$ cat config.mk
export PLATFORM = sky130hd
export DESIGN_NAME = qlearn_episode_ctrl
export DESIGN_NICKNAME = d
export VERILOG_FILES = /design/src/rtl/qlearn_pkg.sv /design/src/rtl/qlearn_grid_step.sv /design/src/rtl/qlearn_episode_ctrl.sv
export SDC_FILE = /design/constraint.sdc
export NUM_CORES = 1
export LEC_CHECK = 0
export BUFFER_PORTS_ARGS = -buffer_cell sky130_fd_sc_hd__buf_4
export CAP_MARGIN = 20
export CORE_MARGIN = 2
export CORE_UTILIZATION = 55
export DETAILED_ROUTE_END_ITERATION = 12
export PLACE_DENSITY = 0.74
export SLEW_MARGIN = 20
export SYNTH_ARGS = -nofsm -noshare
export SYNTH_HDL_FRONTEND = slang
export SYNTH_HIERARCHICAL = 1
export SYNTH_SLANG_ARGS = --single-unit
$ cat constraint.sdc
create_clock -name clk -period 4.4 [get_ports clk]
set_input_delay 0.44 -clock clk [delete_from_list [all_inputs] [get_ports clk]]
set_output_delay 0.44 -clock clk [all_outputs]
set_load 0.1 [all_outputs]
$ cat src/rtl/qlearn_pkg.sv
// Shared types and defaults for the Q-learning episode sequencer and its grid helper.
// Latency: n/a (declarations only).
// Backpressure: n/a.
package qlearn_pkg;

    localparam int DEF_STATE_W    = 16;
    localparam int DEF_ACT_W      = 3;
    localparam int DEF_PIPE_DEPTH = 6;

    // Fibonacci taps 16, 14, 13, 11 expressed as bit positions 15, 13, 12, 10.
    localparam logic [15:0] LFSR_TAPS = 16'hB400;

    // Compass moves; y grows downward, x grows to the right.
    typedef enum logic [DEF_ACT_W-1:0] {
        ACT_L  = 3'd0,
        ACT_LU = 3'd1,
        ACT_U  = 3'd2,
        ACT_UR = 3'd3,
        ACT_R  = 3'd4,
        ACT_RD = 3'd5,
        ACT_D  = 3'd6,
        ACT_DL = 3'd7
    } action_e;

    typedef struct packed {
        logic [7:0] x;
        logic [7:0] y;
    } grid_state_t;

    typedef enum logic [1:0] {
        ST_IDLE,
        ST_RUN,
        ST_DRAIN,
        ST_DONE
    } fsm_state_e;

    // One left shift of the action LFSR with XOR feedback into bit 0.
    function automatic logic [15:0] lfsr_next(input logic [15:0] v);
        return {v[14:0], ^(v & LFSR_TAPS)};
    endfunction

endpackage

$ cat src/rtl/qlearn_grid_step.sv
// Grid transition (s, a) -> nexts; a move that leaves the 256x256 grid keeps s unchanged.
// Latency: combinational.
// Backpressure: none.
module qlearn_grid_step
    import qlearn_pkg::*;
(
    input  logic [DEF_STATE_W-1:0] s,
    input  logic [DEF_ACT_W-1:0]   a,
    output logic [DEF_STATE_W-1:0] nexts
);

    grid_state_t cur;
    logic        dec_x, inc_x, dec_y, inc_y;
    logic        wall;
    logic [7:0]  nx, ny;

    assign cur = grid_state_t'(s);

    // Decode the compass move into per-axis increment/decrement flags.
    always_comb begin
        dec_x = 1'b0;
        inc_x = 1'b0;
        dec_y = 1'b0;
        inc_y = 1'b0;
        case (a)
            ACT_L:  dec_x = 1'b1;
            ACT_LU: begin dec_x = 1'b1; dec_y = 1'b1; end
            ACT_U:  dec_y = 1'b1;
            ACT_UR: begin inc_x = 1'b1; dec_y = 1'b1; end
            ACT_R:  inc_x = 1'b1;
            ACT_RD: begin inc_x = 1'b1; inc_y = 1'b1; end
            ACT_D:  inc_y = 1'b1;
            ACT_DL: begin dec_x = 1'b1; inc_y = 1'b1; end
            default: ;
        endcase
    end

    // Any axis hitting an edge cancels the whole move, including the other axis.
    assign wall = (dec_x && (cur.x == 8'h00)) || (inc_x && (cur.x == 8'hFF)) ||
                  (dec_y && (cur.y == 8'h00)) || (inc_y && (cur.y == 8'hFF));

    assign nx = cur.x + {7'd0, inc_x} - {7'd0, dec_x};
    assign ny = cur.y + {7'd0, inc_y} - {7'd0, dec_y};

    assign nexts = wall ? s : {nx, ny};

endmodule

$ cat src/rtl/qlearn_episode_ctrl.sv
// Episode sequencer: walks the grid with LFSR actions, issuing one (s, a) per cycle into the Q-update pipe.
// Latency: first issue two cycles after an accepted start; issue outputs are registered.
// Backpressure: with QL_HAZARD_STALL_EN a bubble is inserted while s or nexts matches an in-flight write-back.
module qlearn_episode_ctrl
    import qlearn_pkg::*;
#(
    parameter int          STATE_W    = DEF_STATE_W,
    parameter int          ACT_W      = DEF_ACT_W,
    parameter int          PIPE_DEPTH = DEF_PIPE_DEPTH,
    parameter logic [15:0] LFSR_SEED  = 16'hACE1
) (
    input  logic               clk,
    input  logic               rst,
    input  logic               start,
    input  logic [STATE_W-1:0] start_state,
    input  logic [STATE_W-1:0] goal_state,
    input  logic [15:0]        max_steps,
    input  logic [15:0]        num_episodes,
    output logic               issue_valid,
    output logic [STATE_W-1:0] issue_state,
    output logic [ACT_W-1:0]   issue_action,
    output logic               busy,
    output logic               done,
    output logic [15:0]        episode_idx,
    output logic [15:0]        step_cnt,
    output logic [31:0]        stall_cnt
);

    fsm_state_e         fsm;
    logic [STATE_W-1:0] cur_s;
    logic [STATE_W-1:0] nexts;
    logic [STATE_W-1:0] start_cfg;
    logic [STATE_W-1:0] goal_cfg;
    logic [15:0]        max_cfg;
    logic [15:0]        neps_cfg;
    logic [15:0]        lfsr;
    logic [16:0]        step_lim;
    logic               hazard;
    logic               drain_done;
    logic               issue_now;
    logic               last_step;
    logic               last_ep;

    qlearn_grid_step u_grid_step (
        .s     (cur_s),
        .a     (lfsr[ACT_W-1:0]),
        .nexts (nexts)
    );

    // A zero step limit means the full 65536-step episode.
    assign step_lim  = (max_cfg == 16'd0) ? 17'h10000 : {1'b0, max_cfg};
    assign last_step = (({1'b0, step_cnt} + 17'd1) == step_lim);
    assign last_ep   = (episode_idx == (neps_cfg - 16'd1));
    assign issue_now = (fsm == ST_RUN) && !hazard;

`ifdef QL_HAZARD_STALL_EN
    logic [PIPE_DEPTH-1:0] sb_vld;
    logic [STATE_W-1:0]    sb_st [PIPE_DEPTH];

    // In-flight write-back tracker; entry i retires PIPE_DEPTH cycles after it was issued.
    always_ff @(posedge clk) begin
        if (rst) begin
            sb_vld <= '0;
            for (int i = 0; i < PIPE_DEPTH; i++) sb_st[i] <= '0;
        end else begin
            sb_vld   <= {sb_vld[PIPE_DEPTH-2:0], issue_now};
            sb_st[0] <= cur_s;
            for (int i = 1; i < PIPE_DEPTH; i++) sb_st[i] <= sb_st[i-1];
        end
    end

    // Stall when the Q read of s or the Qmax read of nexts would race a pending write.
    always_comb begin
        hazard = 1'b0;
        for (int i = 0; i < PIPE_DEPTH; i++) begin
            if (sb_vld[i] && ((sb_st[i] == cur_s) || (sb_st[i] == nexts))) hazard = 1'b1;
        end
    end

    assign drain_done = ~|sb_vld;
`else
    localparam int DCW = $clog2(PIPE_DEPTH + 1);
    logic [DCW-1:0] drain_cnt;

    assign hazard = 1'b0;

    // Without the tracker, drain simply waits out the pipeline depth.
    always_ff @(posedge clk) begin
        if (rst || (fsm != ST_DRAIN)) drain_cnt <= '0;
        else                          drain_cnt <= drain_cnt + DCW'(1);
    end

    assign drain_done = (drain_cnt == DCW'(PIPE_DEPTH));
`endif

    // Episode FSM with registered issue, status and counter outputs.
    always_ff @(posedge clk) begin
        if (rst) begin
            fsm          <= ST_IDLE;
            cur_s        <= '0;
            start_cfg    <= '0;
            goal_cfg     <= '0;
            max_cfg      <= '0;
            neps_cfg     <= '0;
            lfsr         <= LFSR_SEED;
            issue_valid  <= 1'b0;
            issue_state  <= '0;
            issue_action <= '0;
            busy         <= 1'b0;
            done         <= 1'b0;
            episode_idx  <= '0;
            step_cnt     <= '0;
            stall_cnt    <= '0;
        end else begin
            issue_valid <= 1'b0;
            case (fsm)
                ST_IDLE, ST_DONE: begin
                    if (start) begin
                        start_cfg   <= start_state;
                        goal_cfg    <= goal_state;
                        max_cfg     <= max_steps;
                        neps_cfg    <= num_episodes;
                        cur_s       <= start_state;
                        episode_idx <= '0;
                        step_cnt    <= '0;
                        stall_cnt   <= '0;
                        if (num_episodes == 16'd0) begin
                            fsm  <= ST_DONE;
                            busy <= 1'b0;
                            done <= 1'b1;
                        end else begin
                            fsm  <= ST_RUN;
                            busy <= 1'b1;
                            done <= 1'b0;
                        end
                    end
                end
                ST_RUN: begin
                    if (hazard) begin
                        if (stall_cnt != '1) stall_cnt <= stall_cnt + 32'd1;
                    end else begin
                        issue_valid  <= 1'b1;
                        issue_state  <= cur_s;
                        issue_action <= lfsr[ACT_W-1:0];
                        lfsr         <= lfsr_next(lfsr);
                        cur_s        <= nexts;
                        step_cnt     <= step_cnt + 16'd1;
                        if ((nexts == goal_cfg) || last_step) fsm <= ST_DRAIN;
                    end
                end
                ST_DRAIN: begin
                    if (drain_done) begin
                        if (last_ep) begin
                            fsm  <= ST_DONE;
                            busy <= 1'b0;
                            done <= 1'b1;
                        end else begin
                            fsm         <= ST_RUN;
                            episode_idx <= episode_idx + 16'd1;
                            step_cnt    <= '0;
                            cur_s       <= start_cfg;
                        end
                    end
                end
                default: fsm <= ST_IDLE;
            endcase
        end
    end

endmodule
==> results.yml, run 1 <==
run_status:
  outcome: "complete, no violations"
power:
  ir_worst_vdd_uv: 478
  totalPowerFinal_mw: 7.87
  power.leakage_nw: 4.34
  p_per_area_nw_per_um2: 754
placement:
  dp.cells: 1414
  routabilityCongestion: 0.930
  hpwl_um: 16800
  io_buffers: 120
  dpl_worst_slack_ns: 0.724
  place_area_um2: 9800
finish:
  n_antenna_cell: 0
  layout.nets: 1322
  fillCellCount: 1371
  final_cells: 1445
  design_area_um2: 10400
  postLayoutCoreUtil: 0.655
  drive_gt1_frac: 0.147
  syn_to_final_growth_pct: 15.8
sta:
  max_freq_mhz: 265
  rsz0062_at_grt: "no"
  worstMarginPinSlew_ns: 1.03
  holdWs_ns: 0.255
  min_period_ns: 3.77
  hold_viol_final: 0
  fin_ws_ns: 0.631
  slew_headroom: 0.316
  skew_ns: 0.00985
  final_max_slew_viol_count: 0
  fin_crit_sh: 0.857
  finalSetupTns_ns: 0
  setup_viol: 0
synthesis:
  synthTopCellsByArea: "dfxtp_1 (34%), nand2_1 (8.9%), a21oi_1 (6.8%)"
  synth_top_area_share: 0.338
  post-synth-top-count-cell: "nand2_1"
  synth_top_cell_by_area: "dfxtp_1"
  async_flop_share: 0
  netlist_area_um2: 9010
  syn-mean-instance-area_um2: 7.92
  synth_edf_count: 0
  yosysSeqAreaShare: 0.338
  yosys_warnings: 6
  synthCells: 1138
  synth_seq_cells: 152
  synth_cell_type_count: 69
  synthTopCellsByCount: "nand2_1 (213), dfxtp_1 (152), a21oi_1 (122), nor2_1 (61), o21ai_0 (47)"
  ys.flop_type: "dfxtp_1"
min_path:
  hp-start: "max_steps[11]"
  hold_path_depth: 3
  min_path_type: "input pin to flop"
  hold_path_end: "max_cfg[11]"
drt:
  post-route-drc-count: 0
  drt-total-wl_um: 24000
  ant_nets: 0
  first_pass_iters: 6
  avgViaCountPerCell: 5.80
  via_count: 8378
  drt_iter0_drc: 760
  wl_per_cell_um: 16.6
critical_path:
  r2r_slack_ns: 0.63
  reg2reg_from: "issue_action[1]"
  arrival_ns: 4.09
  crit_path_start_kind: "flop"
  r2r_end: "fsm[0]"
  worstSetupPathType: "flop to flop"
  path_max_fanout: 10
  crit_path_end_kind: "flop"
  worst_ep_required_time_ns: 4.72
  ff2ff_path_depth: 17
clock_tree:
  clk_latency_ns: 0.43
  path_clk_slew_ns: 0.06
  cts.repair.resized: 0
  cts_buffers: 17
  max-clock-path-buffers: 2
  clkSinkCount: 152
  h-tree-depth: 4
  cts_tree: "done"
  holdBufCountCts: 0
  post_cts_buffers: 0
  root_buffer: "clkbuf_16"
run:
  maxCapViolations: 0
grt:
  grt_pass1_wl_um: 39400
  grt_use_total: 0.274
  antenna_found_initial: 0
  grt_start_max_net_pins: 82
  grt_pass1_vias: 7698
  overflow: 0
die:
  dieArea_um2: 17400
  die_y_um: 132
  core.rowCount: 46
  core-area_um2: 15900
  dieWidth_um: 132
  io_pins: 153
  start_util: 0.565
flip-flops by register name, indices dropped and copies added, names as in the netlist, 14 cells and up:
register	cells
goal_cfg	16
episode_idx	16
lfsr	14
neps_cfg	16
cur_s	16
step_cnt	16
max_cfg	16
issue_state	16
start_cfg	16
how the worst max path moves through the flow:
stage	start	endpoint	slack (ns)	cells past startpoint
after global placement	issue_action[1]	fsm[1]	0.81	17
after CTS	issue_action[0]	fsm[0]	0.68	17
after detailed placement	issue_action[1]	fsm[0]	0.72	17
after floorplan	issue_action[1]	fsm[0]	1.01	17
final	issue_action[1]	fsm[0]	0.63	17
after global routing	issue_action[0]	fsm[0]	0.34	18
cell families (layout without fill, tap and decap cells):
logic type               after synthesis  in the layout  share of synthesized area
other                                  1             32                   0.000416
XOR/XNOR                              61             61                     0.0593
AND/OR/NAND/NOR                      440            440                      0.236
multiplexers                          47             47                     0.0555
AO/OA/AOI/OAI                        265            265                      0.178
flip-flops                           152            152                      0.338
adder cells (fa/ha/maj)               38             38                     0.0544
buffers and inverters                134            194                     0.0783
where the power goes:
part / internal (mW) / switching [mW]
clock: 1.02 / 0.596
combinational: 1.62 / 2.69
sequential: 1.63 / 0.313
cells in the final DEF (no fill, tap or decap), types with 17 or more instances in the layout:
master       n
xnor2_1     26
dfxtp_1    152
nand3_1     21
mux2i_1     41
o21ai_0     47
a22oi_1     18
xor2_1      35
nor4_1      19
nand4_1     17
clkbuf_16   17
or4_1       17
inv_1       33
conb_1      32
nor2_1      61
nand2_1    212
buf_4      129
ha_1        35
a21oi_1    122
worst max-delay path: stages (launching register included):
cell,delay [ns]
dfxtp_1,0.39
nand3b_1,0.21
and2_1,0.19
ha_1,0.26
inv_1,0.05
ha_1,0.17
inv_1,0.06
fa_1,0.40
nor2b_1,0.22
o211a_1,0.21
o211ai_1,0.12
mux2_4,0.29
xor2_1,0.14
nor4_1,0.26
nand4_1,0.13
a21oi_1,0.19
a21oi_1,0.10
a31o_2,0.27
layout make-up:
class                   instances  area, um^2  share of cell area
flip-flops and latches        152        3040               0.291
repair buffers                129         968              0.0928
inverters                      34         128              0.0122
multi-input cells             883        5390               0.516
clock inverters                11         195              0.0187
clock buffers                  20         447              0.0428
well taps                     216         270              0.0259
routing by layer:
| layer | share of wire | vias to the layer above | GRT usage |
|---|---|---|---|
| li1 | - | 4090 | - |
| met3 | 0.065 | 46 | 0.0496 |
| met4 | 0.019 | 0 | 0.0791 |
| met2 | 0.46 | 332 | 0.439 |
| met5 | 0 | - | 0 |
| met1 | 0.45 | 3910 | 0.380 |
Note: power is estimated with default switching activity, not from simulation.
==> inputs of run 2 (changes only) <==
- ABC_CLOCK_PERIOD_IN_PS: not set -> 4400
- MAX_ROUTING_LAYER: not set -> met4
==> results.yml, run 2 (synthesis results as in run 1) <==
run_status:
  outcome: "complete, no violations"
finish:
  fillCellCount: 1385
  regArea_um2: 3040
  layout.nets: 1321
  drive_gt1_frac: 0.147
  syn_to_final_growth_pct: 15.2
  design_area_um2: 10400
  multiInputGateArea_um2: 5390
  n_antenna_cell: 0
  final_cell_mix: "nand2_1 (212), dfxtp_1 (152), buf_4 (128)"
  final_common_cell: "nand2_1"
placement:
  routabilityCongestion: 0.914
  place_area_um2: 9790
  hpwl_um: 16600
  io_buffers: 120
die:
  core-area_um2: 15900
  core.rowCount: 46
  io_pins: 153
  dieWidth_um: 132
  dieArea_um2: 17400
  start_util: 0.565
  die_y_um: 132
sta:
  final_max_slew_viol_count: 0
  slew_headroom: 0.350
  finalSetupTns_ns: 0
  max_freq_mhz: 259
  worstMarginPinSlew_ns: 0.975
  hold_viol_final: 0
  setup_viol: 0
  fin_crit_sh: 0.876
  min_period_ns: 3.86
  rsz0062_at_grt: "no"
  skew_ns: 0.0104
clock_tree:
  cts_buffers: 17
  h-tree-depth: 4
  root_buffer: "clkbuf_16"
  cts_tree: "done"
  max-clock-path-buffers: 2
  clk_latency_ns: 0.43
  path_clk_slew_ns: 0.06
  cts.repair.resized: 0
  holdBufCountCts: 0
  clkSinkCount: 152
  post_cts_buffers: 0
critical_path:
  arrival_ns: 4.18
  cp_top_family: "simple AND/OR/NAND/NOR gates"
  crit_path_start_kind: "flop"
  worst_ep_required_time_ns: 4.72
  critPathBufInv: 2
  ff2ff_path_depth: 17
  path_max_fanout: 10
  reg2reg_from: "issue_action[1]"
  cpPeakStageDelay_ns: 0.41
  cp_num_cells: 17
  r2r_end: "fsm[0]"
  path_cells: "nand3b_1 -> and2_1 -> ha_1 -> inv_1 -> ha_1 -> inv_1 -> fa_1 -> nor2b_1 -> o211a_1 -> o211ai_1 -> mux2_4 -> xor2_1 -> nor4_1 -> nand4_1 -> a21oi_1 -> a21oi_1 -> a31o_2"
  worstSetupPathType: "flop to flop"
  critPathCapture: "fsm[0]"
  crit_path_end_kind: "flop"
  slowest_stage: "fa_1"
  setup.worst_path.start: "issue_action[1]"
  r2r_slack_ns: 0.54
grt:
  grt_pass1_vias: 7653
  antenna_found_initial: 0
  grt_use_total: 0.281
  grt_pass1_wl_um: 39100
  overflow: 0
  grt_start_max_net_pins: 77
drt:
  wl_per_cell_um: 16.7
  via_count: 8319
  first_pass_iters: 5
  post-route-drc-count: 0
  avgViaCountPerCell: 5.77
  drt-total-wl_um: 24100
  ant_nets: 0
  drt_iter0_drc: 762
min_path:
  min_path_type: "input pin to flop"
run:
  maxCapViolations: 0
power:
  p_per_area_nw_per_um2: 746
  power.leakage_nw: 4.32
  ir_worst_vdd_uv: 472
-- run 2: per-layer routing --
metal  track usage  vias up  part of all wire
li1              -     4088                 -
met1         0.374     3930              0.46
met2         0.446      270              0.47
met3        0.0515       31             0.057
met4        0.0598        0             0.012
met5             -        -                 0
-- run 2: worst min-delay path by stage --
stage              endpoint           from  slack (ns)  cells after the start
5_1_grt         goal_cfg[5]  goal_state[5]        0.25                      3
3_3_place_gp   drain_cnt[0]   drain_cnt[0]        0.43                      1
3_5_place_dp   drain_cnt[0]   drain_cnt[0]        0.44                      1
6_report        goal_cfg[1]  goal_state[1]        0.25                      3
2_1_floorplan  drain_cnt[0]   drain_cnt[0]        0.42                      1
4_1_cts         goal_cfg[1]  goal_state[1]        0.25                      3
-- run 2: per-stage QoR --
stage | cells | power, mW | hold slack [ns] | setup slack [ns] | util
after global routing | 1443 | 8.24 | 0.254 | 0.229 | 0.651
final | 1443 | 7.75 | 0.253 | 0.543 | 0.651
after floorplan | 1169 | 5.38 | 0.417 | 1.01 | -
after CTS | 1443 | 7.71 | 0.249 | 0.602 | 0.651
after global placement | 1413 | 6.13 | 0.433 | 0.809 | 0.614
after detailed placement | 1413 | 6.19 | 0.441 | 0.663 | 0.614
-- run 2: area by class of cell --
type / count / share of cell area
tap: 216 / 0.0260
sequential: 152 / 0.293
multi-input combinational: 883 / 0.519
timing repair buffer: 128 / 0.0926
clock inverter: 11 / 0.0143
inverter: 34 / 0.0123
clock buffer: 19 / 0.0427
-- run 2: worst min-delay path: stages --
cell and delay (ns):
buf_4 0.11, nand2_1 0.04, a21oi_1 0.05
-- run 2: report_power, final --
group | internal, mW | switching (mW) | leakage, nW
combinational | 1.61 | 2.70 | 2.79
sequential | 1.63 | 0.312 | 1.24
clock | 0.901 | 0.587 | 0.281
total | 4.15 | 3.60 | 4.32
==> inputs of run 3 (changes only) <==
- SYNTH_HIERARCHICAL: 1 -> not set
==> results.yml, run 3 <==
placement:
  routabilityCongestion: 0.930
  io_buffers: 120
  dp.cells: 1414
  hpwl_um: 17300
  dpl_worst_slack_ns: 0.978
drt:
  ant_nets: 0
  avgViaCountPerCell: 5.61
  drt-total-wl_um: 23800
  post-route-drc-count: 0
  first_pass_iters: 5
  drt_iter0_drc: 693
  via_count: 8113
  wl_per_cell_um: 16.5
grt:
  grt_pass1_wl_um: 38500
  overflow: 0
  grt_pass1_vias: 7533
  antenna_found_initial: 0
  grt_use_total: 0.280
  grt_start_max_net_pins: 82
critical_path:
  path_max_fanout: 10
  r2r_slack_ns: 0.93
  cpPeakStageDelay_ns: 0.54
  critPathBufInv: 1
  slowest_stage: "o41ai_2"
  setup.worst_path.start: "issue_action[0]"
  arrival_ns: 3.81
  worstSetupPathType: "flop to flop"
  reg2reg_from: "issue_action[0]"
  worst_ep_required_time_ns: 4.74
  cp_top_family: "compound AO/OA/AOI/OAI gates"
  critPathCapture: "fsm[0]"
  ff2ff_path_depth: 13
  cp_num_cells: 13
  path_cells: "or2_2 -> nand2b_1 -> inv_1 -> fa_1 -> nor2b_1 -> o311ai_1 -> a21oi_1 -> or4b_2 -> a31oi_1 -> a221o_1 -> o41ai_2 -> nor2_1 -> a211oi_1"
  crit_path_start_kind: "flop"
  crit_path_end_kind: "flop"
  r2r_end: "fsm[0]"
power:
  power.leakage_nw: 4.24
  ir_worst_vdd_uv: 491
  p_per_area_nw_per_um2: 724
synthesis:
  synth_top_area_share: 0.334
  synth_cell_type_count: 75
  synth_top_cell_by_area: "dfxtp_1"
  yosysSeqAreaShare: 0.334
  synthCells: 1137
  synth_top_family_by_area: "simple AND/OR/NAND/NOR gates"
  yosys_warnings: 0
  synthMuxAreaShare: 0.0463
  synth_edf_count: 0
  synthTopCellsByCount: "nand2_1 (188), dfxtp_1 (152), a21oi_1 (108), nor2_1 (88), xnor2_1 (56)"
  synthSimpleGateAreaFrac: 0.230
  ys.flop_type: "dfxtp_1"
  synthTopCellsByArea: "dfxtp_1 (33%), nand2_1 (7.8%), a21oi_1 (5.9%)"
  synth_xor_area_frac: 0.0956
  syn-mean-instance-area_um2: 8.00
  synthAdderAreaFrac: 0.0511
  netlist_area_um2: 9100
  async_flop_share: 0
  post-synth-top-count-cell: "nand2_1"
  synth_compound_area_frac: 0.161
  synth_seq_cells: 152
clock_tree:
  cts_tree: "done"
  cts.repair.resized: 0
  path_clk_slew_ns: 0.06
  clkSinkCount: 152
  h-tree-depth: 4
  root_buffer: "clkbuf_16"
  max-clock-path-buffers: 2
  cts_buffers: 17
  holdBufCountCts: 0
  post_cts_buffers: 0
  clk_latency_ns: 0.43
sta:
  hold_viol_final: 0
  holdWs_ns: 0.246
  rsz0062_at_grt: "no"
  worstMarginPinSlew_ns: 0.984
  finalSetupTns_ns: 0
  min_period_ns: 3.47
  skew_ns: 0.00705
  final_max_slew_viol_count: 0
  fin_crit_sh: 0.788
  fin_ws_ns: 0.931
  setup_viol: 0
  max_freq_mhz: 288
  slew_headroom: 0.343
finish:
  layout.nets: 1316
  syn_to_final_growth_pct: 15.9
  drive_gt1_frac: 0.155
  postLayoutCoreUtil: 0.645
  final_cells: 1446
  final_cell_mix: "nand2_1 (187), dfxtp_1 (152), buf_4 (132)"
  n_antenna_cell: 0
  final_common_cell: "nand2_1"
min_path:
  min_path_type: "input pin to flop"
die:
  core.rowCount: 47
  dieWidth_um: 133
  die_y_um: 133
  start_util: 0.557
  core-area_um2: 16300
  dieArea_um2: 17600
  io_pins: 153
run:
  maxCapViolations: 0
run_status:
  outcome: "complete, no violations"
## run 3: cell types whose count changed after synthesis, moves of 5 or more
cell / delta
xnor2_1: +30
nor2_1: +27
nand2_1: -25
o211ai_1: +22
o21ai_0: -20
or4_1: -15
a21oi_1: -14
a22oi_1: -14
o31ai_1: -11
clkbuf_1: +10
inv_1: +8
mux2_4: -6
and3_1: -5
nor3_1: +5
## run 3: through the flow
step | instance area [um^2] | power (mW)
final | 10500 | 7.64
after global routing | 10500 | 8.12
after CTS | 10500 | 7.63
after detailed placement | 9910 | 6.02
after global placement | 9910 | 5.97
after floorplan | 9220 | 5.16
## run 3: worst min-delay path, stage by stage
cell and delay, ns:
buf_4 0.11, nand2_1 0.04, a21oi_1 0.05
## run 3: cells by family after synthesis
group                    count (synthesis)
adder cells (fa/ha/maj)                 36
AO/OA/AOI/OAI                          233
AND/OR/NAND/NOR                        429
buffers and inverters                  148
other                                    1
flip-flops                             152
XOR/XNOR                                96
multiplexers                            42
## run 3: power breakdown
group          internal (mW)  switching, mW  leakage [nW]
Clock                  0.971          0.602         0.300
Combinational           1.48           2.58          2.70
Sequential              1.65          0.359          1.24
Total                   4.10           3.54          4.24
## run 3: cell type report
type	count	area, um^2
Clock inverter	13	195
Timing Repair Buffer	132	991
Sequential cell	152	3040
Fill cell	1454	5800
Tap cell	220	275
Inverter	42	158
Clock buffer	19	443
Multi-Input combinational cell	868	5440
## run 3: routing by layer
layer  up-vias  GRT usage  routed length (um)
met5         -          -                   0
li1       4000          -                   -
met3        48     0.0544                1360
met1      3807      0.372               11100
met2       258      0.429               10800
met4         0     0.0920                 614
## run 3: how the worst min path moves through the flow
stage	start	end	slack, ns	cells past startpoint
5_1_grt	goal_state[9]	goal_cfg[9]	0.25	3
3_5_place_dp	drain_cnt[0]	drain_cnt[0]	0.45	1
2_1_floorplan	drain_cnt[0]	drain_cnt[0]	0.42	1
6_report	goal_state[6]	goal_cfg[6]	0.25	3
3_3_place_gp	drain_cnt[0]	drain_cnt[0]	0.43	1
4_1_cts	goal_state[6]	goal_cfg[6]	0.24	3
